File: src/rtl/nv_nvdla_sdp_pipe_pkg.sv
// Shared constants and helpers for the SDP request pipe family.
package nv_nvdla_sdp_pipe_pkg;

  // Default request payload width (SDP DMA request descriptor).
  localparam int SDP_PIPE_DW_DEFAULT = 79;

  // Legal range for the number of pipe registers behind the skid stage.
  localparam int SDP_PIPE_MIN_STAGES = 1;
  localparam int SDP_PIPE_MAX_STAGES = 8;

  // Occupancy counter width: must hold 0..num_stages+1 (stages plus skid entry).
  function automatic int sdp_pipe_cnt_w(input int num_stages);
    return $clog2(num_stages + 2);
  endfunction

endpackage

File: src/rtl/nv_nvdla_sdp_pipe_stage.sv
// One bubble-collapsing valid/ready pipe register.
// Accepts a new beat whenever it is empty or its own beat is leaving this cycle.
module nv_nvdla_sdp_pipe_stage #(
  parameter int DW = 79
) (
  input  logic          nvdla_core_clk,
  input  logic          nvdla_core_rstn,
  input  logic          flush,
  input  logic          in_valid,
  input  logic [DW-1:0] in_pd,
  output logic          out_valid,
  input  logic          out_ready,
  output logic [DW-1:0] out_pd
);

  logic          valid_d;
  logic          valid_q;
  logic [DW-1:0] data_d;
  logic [DW-1:0] data_q;
  logic          ready_bc;

  // Next-state: hold while stalled, collapse bubbles, flush clears the valid only.
  always_comb begin
    ready_bc = out_ready | ~valid_q;
    valid_d  = valid_q;
    data_d   = data_q;
    if (flush) begin
      valid_d = 1'b0;
    end else if (ready_bc) begin
      valid_d = in_valid;
    end
    if (ready_bc && in_valid) begin
      data_d = in_pd;
    end
  end

  // Valid flop with async reset.
  always_ff @(posedge nvdla_core_clk or negedge nvdla_core_rstn) begin
    if (!nvdla_core_rstn) begin
      valid_q <= 1'b0;
    end else begin
      valid_q <= valid_d;
    end
  end

  // Payload flop; deliberately not reset, only meaningful under valid_q.
  always_ff @(posedge nvdla_core_clk) begin
    data_q <= data_d;
  end

  assign out_valid = valid_q;
  assign out_pd    = data_q;

endmodule

File: src/rtl/nv_nvdla_sdp_req_pipe_skid_n.sv
// SDP DMA request pipe: a registered-ready skid entry in front of NUM_STAGES
// bubble-collapsing pipe registers, with occupancy count, idle flag and flush.
// in_ready comes straight from a flop so the upstream generator never sees the
// downstream ready path; the skid entry absorbs the one beat accepted while
// that registered ready is still catching up.
module nv_nvdla_sdp_req_pipe_skid_n
  import nv_nvdla_sdp_pipe_pkg::*;
#(
  parameter  int DW         = SDP_PIPE_DW_DEFAULT,
  parameter  int NUM_STAGES = 1,
  localparam int CW         = sdp_pipe_cnt_w(NUM_STAGES)
) (
  input  logic          nvdla_core_clk,
  input  logic          nvdla_core_rstn,
  input  logic          in_valid,
  output logic          in_ready,
  input  logic [DW-1:0] in_pd,
  output logic          out_valid,
  input  logic          out_ready,
  output logic [DW-1:0] out_pd,
  input  logic          flush,
  output logic [CW-1:0] pipe_cnt,
  output logic          pipe_idle
);

  if (NUM_STAGES < SDP_PIPE_MIN_STAGES || NUM_STAGES > SDP_PIPE_MAX_STAGES) begin : g_bad_num_stages
    $error("nv_nvdla_sdp_req_pipe_skid_n: NUM_STAGES must be in 1..8");
  end

  localparam logic [CW-1:0] CNT_MAX = CW'(NUM_STAGES + 1);

  logic                  in_ready_d;
  logic                  in_ready_q;
  logic                  skid_valid_d;
  logic                  skid_valid_q;
  logic [DW-1:0]         skid_data_d;
  logic [DW-1:0]         skid_data_q;
  logic                  skid_catch;
  logic                  s0_valid;
  logic [DW-1:0]         s0_pd;
  logic [NUM_STAGES-1:0] stg_valid;
  logic [DW-1:0]         stg_pd [NUM_STAGES];
  logic [NUM_STAGES-1:0] ready_bc;
  logic                  in_acc;
  logic                  out_acc;
  logic [CW-1:0]         cnt_d;
  logic [CW-1:0]         cnt_q;
  logic                  idle_d;
  logic                  idle_q;

  // Backward ready chain: stage k can take a beat if it is empty or everything ahead moves.
  always_comb begin
    logic rdy;
    ready_bc = '0;
    rdy      = out_ready;
    for (int k = NUM_STAGES - 1; k >= 0; k--) begin
      rdy         = rdy | ~stg_valid[k];
      ready_bc[k] = rdy;
    end
  end

  // Skid control: catch the beat stage 0 cannot take, release it once stage 0 frees up.
  always_comb begin
    skid_catch   = in_valid & in_ready_q & ~ready_bc[0];
    in_ready_d   = in_ready_q;
    skid_valid_d = skid_valid_q;
    skid_data_d  = skid_data_q;
    if (flush) begin
      in_ready_d   = 1'b1;
      skid_valid_d = 1'b0;
    end else if (skid_valid_q) begin
      in_ready_d   = ready_bc[0];
      skid_valid_d = ~ready_bc[0];
    end else if (skid_catch) begin
      in_ready_d   = 1'b0;
      skid_valid_d = 1'b1;
    end
    if (skid_catch) begin
      skid_data_d = in_pd;
    end
  end

  // Stage 0 sees the live input while ready is high, otherwise the parked skid beat.
  always_comb begin
    s0_valid = in_ready_q ? in_valid : skid_valid_q;
    s0_pd    = in_ready_q ? in_pd    : skid_data_q;
  end

  // Occupancy: +1 per accepted input, -1 per delivered output, flush empties.
  always_comb begin
    in_acc  = in_valid & in_ready_q;
    out_acc = stg_valid[NUM_STAGES-1] & out_ready;
    cnt_d   = cnt_q;
    if (flush) begin
      cnt_d = '0;
    end else if (in_acc && !out_acc && (cnt_q != CNT_MAX)) begin
      cnt_d = cnt_q + CW'(1);
    end else if (!in_acc && out_acc && (cnt_q != '0)) begin
      cnt_d = cnt_q - CW'(1);
    end
    idle_d = (cnt_d == '0);
  end

  // Control flops with async reset.
  always_ff @(posedge nvdla_core_clk or negedge nvdla_core_rstn) begin
    if (!nvdla_core_rstn) begin
      in_ready_q   <= 1'b1;
      skid_valid_q <= 1'b0;
      cnt_q        <= '0;
      idle_q       <= 1'b1;
    end else begin
      in_ready_q   <= in_ready_d;
      skid_valid_q <= skid_valid_d;
      cnt_q        <= cnt_d;
      idle_q       <= idle_d;
    end
  end

  // Skid payload flop; not reset, only meaningful under skid_valid_q.
  always_ff @(posedge nvdla_core_clk) begin
    skid_data_q <= skid_data_d;
  end

  for (genvar k = 0; k < NUM_STAGES; k++) begin : g_stage
    logic          st_in_valid;
    logic [DW-1:0] st_in_pd;
    logic          st_out_ready;

    if (k == 0) begin : g_head
      assign st_in_valid = s0_valid;
      assign st_in_pd    = s0_pd;
    end else begin : g_link
      assign st_in_valid = stg_valid[k-1];
      assign st_in_pd    = stg_pd[k-1];
    end

    if (k == NUM_STAGES - 1) begin : g_tail
      assign st_out_ready = out_ready;
    end else begin : g_mid
      assign st_out_ready = ready_bc[k+1];
    end

    nv_nvdla_sdp_pipe_stage #(
      .DW (DW)
    ) u_stage (
      .nvdla_core_clk  (nvdla_core_clk),
      .nvdla_core_rstn (nvdla_core_rstn),
      .flush           (flush),
      .in_valid        (st_in_valid),
      .in_pd           (st_in_pd),
      .out_valid       (stg_valid[k]),
      .out_ready       (st_out_ready),
      .out_pd          (stg_pd[k])
    );
  end

  assign in_ready  = in_ready_q;
  assign out_valid = stg_valid[NUM_STAGES-1];
  assign out_pd    = stg_pd[NUM_STAGES-1];
  assign pipe_cnt  = cnt_q;
  assign pipe_idle = idle_q;

endmodule

File: config.mk
export PLATFORM = sky130hd
export DESIGN_NAME = nv_nvdla_sdp_req_pipe_skid_n
export DESIGN_NICKNAME = d
export VERILOG_FILES = /design/src/rtl/nv_nvdla_sdp_pipe_pkg.sv /design/src/rtl/nv_nvdla_sdp_pipe_stage.sv /design/src/rtl/nv_nvdla_sdp_req_pipe_skid_n.sv
export SDC_FILE = /design/constraint.sdc
export NUM_CORES = 1
export LEC_CHECK = 0
export CAP_MARGIN = 20
export CORE_MARGIN = 1.5
export CORE_UTILIZATION = 51
export DETAILED_ROUTE_END_ITERATION = 10
export PLACE_DENSITY = 0.84
export SLEW_MARGIN = 0
export SYNTH_ARGS = -nofsm -noshare
export SYNTH_HDL_FRONTEND = slang
export SYNTH_SLANG_ARGS = --single-unit
File: constraint.sdc
create_clock -name nvdla_core_clk -period 11.35 [get_ports nvdla_core_clk]
set_input_delay 1.135 -clock nvdla_core_clk [delete_from_list [all_inputs] [get_ports nvdla_core_clk]]
set_output_delay 1.135 -clock nvdla_core_clk [all_outputs]
set_load 0.01 [all_outputs]
==> results of run 1 <==
## state kept, by name, indices dropped and copies added, names as in the netlist
signal / flops
g_stage.u_stage.out_pd: 79
skid_valid_q: 1
pipe_idle: 1
g_stage.u_stage.out_valid: 1
skid_data_q: 79
in_ready: 1
pipe_cnt: 2
## cells in the final DEF, fill, tap and decap left out, types with 2 or more instances in the layout
cell type and instances:
o21a_1 2, clkbuf_16 17, mux2_2 79, a21oi_1 3
a211o_1 2, inv_1 4, buf_4 2, clkdlybuf4s50_1 167
clkinv_4 3, edfxtp_1 158, nor3_1 3, inv_6 4
clkinv_2 3, clkinvlp_4 3, nand2_1 2, ha_1 2
nor2_1 3, dfrtp_1 4
## worst max-delay path by stage
stage | endpoint | slack, ns | startpoint | cells past startpoint
after global placement | g_stage[0].u_stage.out_pd[62] | 7.60 | in_valid | 5
final | g_stage[0].u_stage.out_pd[49] | 7.75 | in_ready | 4
after floorplan | g_stage[0].u_stage.out_pd[0] | 5.62 | in_valid | 3
after detailed placement | g_stage[0].u_stage.out_pd[27] | 7.46 | in_valid | 5
after CTS | g_stage[0].u_stage.out_pd[42] | 7.71 | in_ready | 4
after global routing | g_stage[0].u_stage.out_pd[12] | 7.49 | in_ready | 4
## through the flow
stage	power (mW)	worst slack, ns	hold WS (ns)
after global placement	0.860	7.60	0.530
final	1.37	7.75	0.551
after floorplan	0.779	5.62	0.525
after detailed placement	0.866	7.46	0.533
after CTS	1.38	7.71	0.550
after global routing	1.42	7.49	0.561
## routing by layer
| layer | GRT usage, % | wire length (µm) |
|---|---|---|
| met2 | 32.3 | 6110 |
| met3 | 6.42 | 757 |
| met4 | 7.59 | 248 |
| met5 | 0 | 0 |
| met1 | 26.0 | 4990 |
## cell families (layout without fill, tap and decap cells)
group / Yosys count / in the layout / share of synthesized area [%]
AO/OA/AOI/OAI: 10 / 10 / 1.31
multiplexers: 80 / 80 / 15.0
buffers and inverters: 13 / 205 / 1.04
adder cells (fa/ha/maj): 2 / 2 / 0.414
AND/OR/NAND/NOR: 14 / 14 / 1.18
flip-flops: 164 / 164 / 81.1
## power by group through the flow
stage | Clock (mW) | Combinational (mW) | Sequential, mW
3_3_place_gp | 0 | 0.132 | 0.728
3_5_place_dp | 0 | 0.136 | 0.729
5_1_grt | 0.555 | 0.145 | 0.719
6_report | 0.514 | 0.137 | 0.716
4_1_cts | 0.525 | 0.138 | 0.717
2_1_floorplan | 0 | 0.0419 | 0.737
## worst reg2reg max path, delay by kind of cell, from the launching register on
| family | cells | cell delay (ns) |
|---|---|---|
| DFF | 1 | 1.25 |
| AOI/OAI and AO/OA | 2 | 0.89 |
| buffers and inverters | 1 | 0.68 |
| and+or+nand+nor | 1 | 0.35 |
## area by class of cell
type	count	area [µm²]	area share, %
clock buffers	18	429	5.10
clock inverters	14	103	1.22
inverters	4	15.0	0.178
multi-input cells	106	1100	13.1
flip-flops and latches	164	4900	58.3
well taps	143	179	2.13
repair buffers	169	1690	20.1
==> out/results.ini, run 1 <==
[pwr]
powerDensity_mw_per_mm2 = 162
ir_worst_vdd_mv = 0.102
combinationalPowerShare_pct = 10.0
seq_power_share_pct = 52.4
swShare_pct = 22.0
leakage_nw = 2.89
power.internal_mw = 1.07
power_switching_mw = 0.300
clkPwrFrac_pct = 37.6

[placed_design]
gp_congestion = 0.758
placed_area_mm2 = 0.00788
dp.cells = 586
dp_hpwl_mm = 7.81
portBuffers = 167

[critical_path]
cp_num_buf_inv = 1
required_ns = 11.39
rr_worst_depth = 4
cp_max_fo = 84
slowest_delay_ns = 1.25
cp-end-kind = flop
cpMaxStageDelayCell = dfstp_4
rrSetupSlack_ns = 7.75
arrival_ns = 3.63
r2r_start = in_ready
reg2reg_to = g_stage[0].u_stage.out_pd[49]
crit_family = flip-flops
criticalPathCategory = flop to flop
crit_path_cell_trace = and2_2 > a21oi_1 > a21oi_4 > buf_4
critPathLaunchType = flop

[synthesis]
syn_nets = 369
synth_cell_type_count = 22
synth_area_leaders = edfxtp_1 (79%), mux2_2 (15%), dfrtp_1 (1.7%), dfstp_2 (0.87%), buf_2 (0.66%)
synth_top_cell_by_area = edfxtp_1
synthFlopType = edfxtp_1
syn_inst = 283
synth_area_per_cell_um2 = 21.3
netlist.area_leader.share_pct = 78.6
netlist_area_mm2 = 0.00604
ys_ff_latch = 164
yosys_warnings = 0
ys_async_sr_fraction_pct = 3.66
yosysMostFrequentCell = edfxtp_1
seq_area_frac_synth_pct = 81.1
synth-edff-count = 158
synthTopCellsByCount = edfxtp_1 (158), mux2_2 (79), buf_2 (8)

[finish]
finish.instance_area_mm2 = 0.00841
post_route_cells_drive_above_1_share_pct = 25.1
nNetsFinal = 548
num-fill-cells = 678
instances_no_fill = 618
syn2layout_area_growth_pct = 39.3
postLayoutCoreUtil_pct = 73.4
antenna_cells = 0

[global_route]
grt.total_usage_pct = 20.2
grt_max_degree = 85
grt_pass1_vias = 3425
gr-total-overflow = 0
grt_pass1_wl_mm = 19.0
antenna_found_initial = 0

[clock_network]
cts_made_buffers = 17
clockBufferDepth = 2
ctsHoldBuffers = 0
clk_pin_slew_ns = 0.06
clk_latency_ns = 0.41
cts-resized-gates = 0
ctsHtreeMaxLevel = 4
cts_sinks = 164
cts_root_buffer = clkbuf_16
tritoncts = built
cts_setup_buffers = 0

[flow_run]
cap_violations = 0

[worst_hold_path]
min_to = g_stage[0].u_stage.out_pd[10]
hp-class = flop to flop
hold_path_startpoint = skid_data_q[10]
hold_depth = 1

[sta]
drv_slew = 0
period_share_pct = 31.7
hold_viol_final = 0
rsz0062_at_grt = no
clock.fmax_mhz = 278
fin_tns_setup_ns = 0
slew_headroom_pct = 29.3
period_needed_ns = 3.60
finalClockSkew_ns = 0.00787
worst-slew-pin-transition_ns = 1.06
setup_viol = 0

[floorplan]
dieArea_mm2 = 0.0125
coreArea_mm2 = 0.0115
die_h_um = 112
rows = 39
ios = 168
fp.dieW_um = 112
initial_utilization_pct = 52.7

[drt]
wl_mm = 12.1
ant_nets = 0
vias = 3257
first_pass_iters = 4
viasPerCell = 5.27
post_drt_wl_per_cell_um = 19.6
drt-initial-drc-count = 184
drc = 0

[status]
status = finished clean

No activity file was read; power rests on OpenSTA's default activity.
==> run 2, diff against run 1 <==
- CORE_UTILIZATION: 51 -> 48
- PLACE_DENSITY: 0.84 -> 0.8
- clock period: 11.35 -> 3.8 ns (I/O delays scaled with it)
==> run 2 against run 1 <==
Effect of this change:
- non-clock buffer count rose by 3
- sequential cell count did not move
- largest power group unchanged
- cell count rose by 4.5%
==> out/results.ini, run 2 (synthesis gave the netlist of run 1 again) <==
[status]
status = finished clean

[clock_network]
clockBufferDepth = 2  ; unchanged
cts_root_buffer = clkbuf_16
cts-resized-gates = 0  ; unchanged
clk_latency_ns = 0.42  ; about the same
cts_made_buffers = 17  ; unchanged
tritoncts = built
cts_sinks = 164  ; unchanged
ctsHoldBuffers = 0  ; unchanged
cts_setup_buffers = 0  ; unchanged
ctsHtreeMaxLevel = 4  ; unchanged
clk_pin_slew_ns = 0.06  ; about the same

[sta]
slew_headroom_pct = 55.4  ; +26 points
period_share_pct = 60.8
rsz0062_at_grt = no
finalClockSkew_ns = 0.00682  ; -0.00105 ns
hold_viol_final = 0  ; unchanged
fin_ws_ns = 1.49  ; -6.27 ns
period_needed_ns = 2.31
clock.fmax_mhz = 433
worst-slew-pin-transition_ns = 0.669  ; -0.389 ns
setup_viol = 0  ; unchanged
fin_tns_setup_ns = 0  ; unchanged
drv_slew = 0  ; unchanged

[finish]
num-fill-cells = 822  ; +21%
final_cell_mix = clkdlybuf4s50_1 (167), edfxtp_1 (158), mux2_2 (79)
nNetsFinal = 551  ; +0.55%
postLayoutCoreUtil_pct = 69.6  ; -3.8 points
instances_no_fill = 646  ; +4.5%
final_common_cell = clkdlybuf4s50_1
syn2layout_area_growth_pct = 40.1
antenna_cells = 0  ; unchanged
post_route_cells_drive_above_1_share_pct = 24.7  ; -0.37 points

[floorplan]
initial_utilization_pct = 49.7  ; -3.0 points
coreArea_mm2 = 0.0122  ; +6.1%
rows = 40  ; +2.6%
fp.dieW_um = 115  ; +3.0%
ios = 168  ; unchanged
dieArea_mm2 = 0.0133  ; +6.1%
die_h_um = 115  ; +3.0%

[drt]
vias = 3194  ; -1.9%
drc = 0  ; unchanged
drt-initial-drc-count = 173  ; -6.0%
post_drt_wl_per_cell_um = 17.7  ; -9.6%
first_pass_iters = 4  ; unchanged
viasPerCell = 4.94  ; -6.2%
wl_mm = 11.4  ; -5.5%
ant_nets = 0  ; unchanged

[critical_path]
arrival_ns = 1.93  ; -1.70 ns
cp_max_fo = 36  ; -57%
crit_family = flip-flops
required_ns = 3.42  ; -7.97 ns
cp_num_buf_inv = 1  ; unchanged
rr_worst_depth = 4  ; unchanged
r2r_start = in_ready
cp-end-kind = output pin
slowest_delay_ns = 0.89  ; -0.36 ns
crit_path_cell_trace = clkdlybuf4s50_1
critPathLaunchType = flop
cpMaxStageDelayCell = dfstp_4
criticalPathCategory = flop to output pin
reg2reg_to = g_stage[0].u_stage.out_pd[32]
rrSetupSlack_ns = 1.50  ; -6.25 ns

[flow_run]
cap_violations = 0  ; unchanged

[global_route]
gr-total-overflow = 0  ; unchanged
antenna_found_initial = 0  ; unchanged
grt_use_met3_pct = 6.75  ; +0.32 points
grt_pass1_wl_mm = 17.8  ; -6.0%
grt_max_degree = 51  ; -40%
use_met2_pct = 29.4  ; -2.9 points
grtUsageMet1_pct = 22.5  ; -3.4 points
grt.total_usage_pct = 18.2  ; -1.9 points
grt_pass1_vias = 3478  ; +1.5%
top_usage_layer = met2

[placed_design]
portBuffers = 167  ; unchanged
dp_hpwl_mm = 7.45  ; -4.5%
dp.cells = 614  ; +4.8%
gp_congestion = 0.762  ; +0.51%
place_ws_ns = 1.48  ; -5.99 ns

[pwr]
p_total_mw = 4.07  ; +200%
powerDensity_mw_per_mm2 = 481  ; +200%
ir_worst_vdd_mv = 0.302  ; +200%
leakage_nw = 2.91  ; +0.54%

[worst_hold_path]
hp-class = input pin to asynchronous set/reset pin

run 2: layer usage:
metal,vias up,part of all wire [%]
met5,-,0
met4,0,1.0
met3,11,7.7
met2,122,50
met1,1578,41
li1,1483,-
run 2: area by class of cell:
type	count	area (µm²)	share of cell area, %
Clock buffer	20	437	5.16
Clock inverter	12	90.1	1.06
Inverter	4	15.0	0.177
Multi-Input combinational cell	106	1100	13.0
Sequential cell	164	4900	57.9
Tap cell	168	210	2.48
Timing Repair Buffer	172	1710	20.2
run 2: worst max path at each step:
stage / startpoint / endpoint / slack (ns) / cells after the start
finish: in_ready / in_ready / 1.49 / 1
global route: in_ready / g_stage[0].u_stage.out_pd[32] / 1.40 / 4
CTS: in_ready / in_ready / 1.45 / 1
detailed placement: in_ready / g_stage[0].u_stage.out_pd[34] / 1.48 / 4
global placement: in_ready / g_stage[0].u_stage.out_pd[33] / 1.53 / 4
floorplan: in_ready / g_stage[0].u_stage.out_pd[0] / 0.38 / 5
run 2: power breakdown:
group	switching [mW]	internal, mW	total (mW)
logic	0.165	0.250	0.415
clock network	0.642	0.887	1.53
registers	0.0328	2.09	2.13
total	0.840	3.23	4.07
run 2: through the flow:
step	hold WS, ns	instance area [µm²]
after CTS	0.210	8460
after detailed placement	0.532	7930
after global routing	0.225	8460
after global placement	0.527	7930
final	0.215	8460
after floorplan	0.0844	6050
==> run 3, diff against run 2 <==
- CORE_UTILIZATION: 48 -> 43
- PLACE_DENSITY: 0.8 -> 0.76
- clock period: 3.8 -> 2.1 ns (I/O delays scaled with it)
==> run 3 against run 2 <==
Effect of this change:
- total power grew 92%
- highest routed layer unchanged
- largest cell class unchanged
- clock-buffer cell count shrank 3
- utilization shrank 6.7 points
- die area grew 11%
- cell count grew 2.0%
- critical path type unchanged
- worst hold slack lost 0.17 ns
- non-clock buffer count grew 1
- critical path depth is the same
==> out/results.ini, run 3 (synthesis gave the netlist of run 1 again) <==
[floorplan]
dieArea_mm2 = 0.0148  ; +11%
die_h_um = 122  ; +5.5%
coreArea_mm2 = 0.0138  ; +13%
initial_utilization_pct = 43.8  ; -5.8 points
rows = 43  ; +7.5%
fp.dieW_um = 122  ; +5.5%
ios = 168  ; unchanged

[critical_path]
required_ns = 1.89  ; -1.53 ns
arrival_ns = 1.65  ; -0.28 ns
cp_max_fo = 7  ; -81%
cpMaxStageDelayCell = dfstp_4
crit_path_cell_trace = clkdlybuf4s50_1
crit_family = flip-flops
cp_num_buf_inv = 1  ; unchanged
critPathLaunchType = flop
crit_start = in_ready
cp-end-kind = output pin
criticalPathCategory = flop to output pin
r2r_start = in_ready
slowest_delay_ns = 0.67  ; -0.22 ns

[pwr]
ir_worst_vdd_mv = 0.475  ; +57%
powerDensity_mw_per_mm2 = 905  ; +88%
leakage_nw = 2.97  ; +2.2%

[sta]
fin_ws_ns = 0.237  ; -1.25 ns
rsz0062_at_grt = no
slew_headroom_pct = 69.7  ; +14 points
setup_viol = 0  ; unchanged
period_needed_ns = 1.86
finalClockSkew_ns = 0.00583  ; -0.000990 ns
period_share_pct = 88.7
clock.fmax_mhz = 537
worst-slew-pin-transition_ns = 0.454  ; -0.215 ns
drv_slew = 0  ; unchanged
hold_viol_final = 0  ; unchanged

[flow_run]
cap_violations = 0  ; unchanged

[drt]
first_pass_iters = 4  ; unchanged
viasPerCell = 4.97  ; +0.57%
wl_mm = 11.8  ; +3.2%
post_drt_wl_per_cell_um = 17.9  ; +1.2%
drt-initial-drc-count = 196  ; +13%
ant_nets = 0  ; unchanged
vias = 3277  ; +2.6%
drc = 0  ; unchanged

[worst_hold_path]
hp-class = input pin to asynchronous set/reset pin

[placed_design]
dp.cells = 627  ; +2.1%
gp_congestion = 0.777  ; +1.9%
dp_hpwl_mm = 7.81  ; +4.8%
place_ws_ns = 0.255  ; -1.22 ns
portBuffers = 167  ; unchanged

[clock_network]
clk_latency_ns = 0.41  ; about the same
cts_setup_buffers = 0  ; unchanged
tritoncts = built
cts_sinks = 164  ; unchanged
clockBufferDepth = 2  ; unchanged
ctsHtreeMaxLevel = 4  ; unchanged
cts-resized-gates = 0  ; unchanged
cts_made_buffers = 17  ; unchanged
cts_root_buffer = clkbuf_16
ctsHoldBuffers = 0  ; unchanged
clk_pin_slew_ns = 0.06  ; about the same

[finish]
syn2layout_area_growth_pct = 43.3
instances_no_fill = 659  ; +2.0%
nNetsFinal = 552  ; +0.18%
post_route_cells_drive_above_1_share_pct = 26.3  ; +1.6 points
antenna_cells = 0  ; unchanged
final_cell_mix = clkdlybuf4s50_1 (167), edfxtp_1 (158), mux2_2 (79)
final_common_cell = clkdlybuf4s50_1

[global_route]
antenna_found_initial = 0  ; unchanged
grt_pass1_wl_mm = 17.7  ; -0.85%
grt_max_degree = 45  ; -12%
gr-total-overflow = 0  ; unchanged
grt.total_usage_pct = 16.1  ; -2.1 points
grt_pass1_vias = 3279  ; -5.7%

[status]
status = finished clean

-- run 3: report_power, final --
group / switching (mW) / internal (mW) / leakage (nW)
Clock: 1.30 / 1.91 / 0.291
Sequential: 0.0575 / 3.79 / 1.55
Combinational: 0.313 / 0.470 / 1.13
Total: 1.67 / 6.16 / 2.97
-- run 3: path summary, 6_finish.rpt --
check | end | slack [ns] | cells past startpoint
min | pipe_cnt[0] | 0.04 | 1
min reg2reg | g_stage[0].u_stage.out_pd[2] | 0.55 | 1
max | in_ready | 0.24 | 1
max reg2reg | g_stage[0].u_stage.out_pd[44] | 0.35 | 2
min in group nvdla_core_clk | skid_data_q[46] | 0.38 | 1
max in group asynchronous | in_ready | 1.78 | 1
-- run 3: final cells by class --
class / count / area [µm²]
clock buffer: 17 / 425
clock inverter: 15 / 200
fill: 1021 / 5120
inverter: 4 / 15.0
multi-input combinational: 106 / 1110
sequential: 164 / 4900
tap: 180 / 225
timing repair buffer: 173 / 1780
-- run 3: routing by layer --
metal / vias up / routed length [µm] / track usage [%]
li1: 1491 / - / -
met1: 1659 / 5000 / 20.7
met2: 117 / 5850 / 25.6
met3: 10 / 848 / 5.87
met4: 0 / 100 / 5.22
met5: - / 0 / 0
-- run 3: per-stage QoR --
step | util [%] | hold WS, ns | total power, mW | TNS [ns] | area, µm²
2_1_floorplan | - | -0.0856 | 4.21 | -49.09 | 6080
5_1_grt | 62.8 | 0.0275 | 8.10 | 0 | 8650
6_report | 62.8 | 0.0413 | 7.83 | 0 | 8650
3_5_place_dp | 58.3 | 0.480 | 4.70 | 0 | 8030
3_3_place_gp | 58.3 | 0.470 | 4.68 | 0 | 8030
4_1_cts | 62.8 | 0.0303 | 7.92 | 0 | 8650
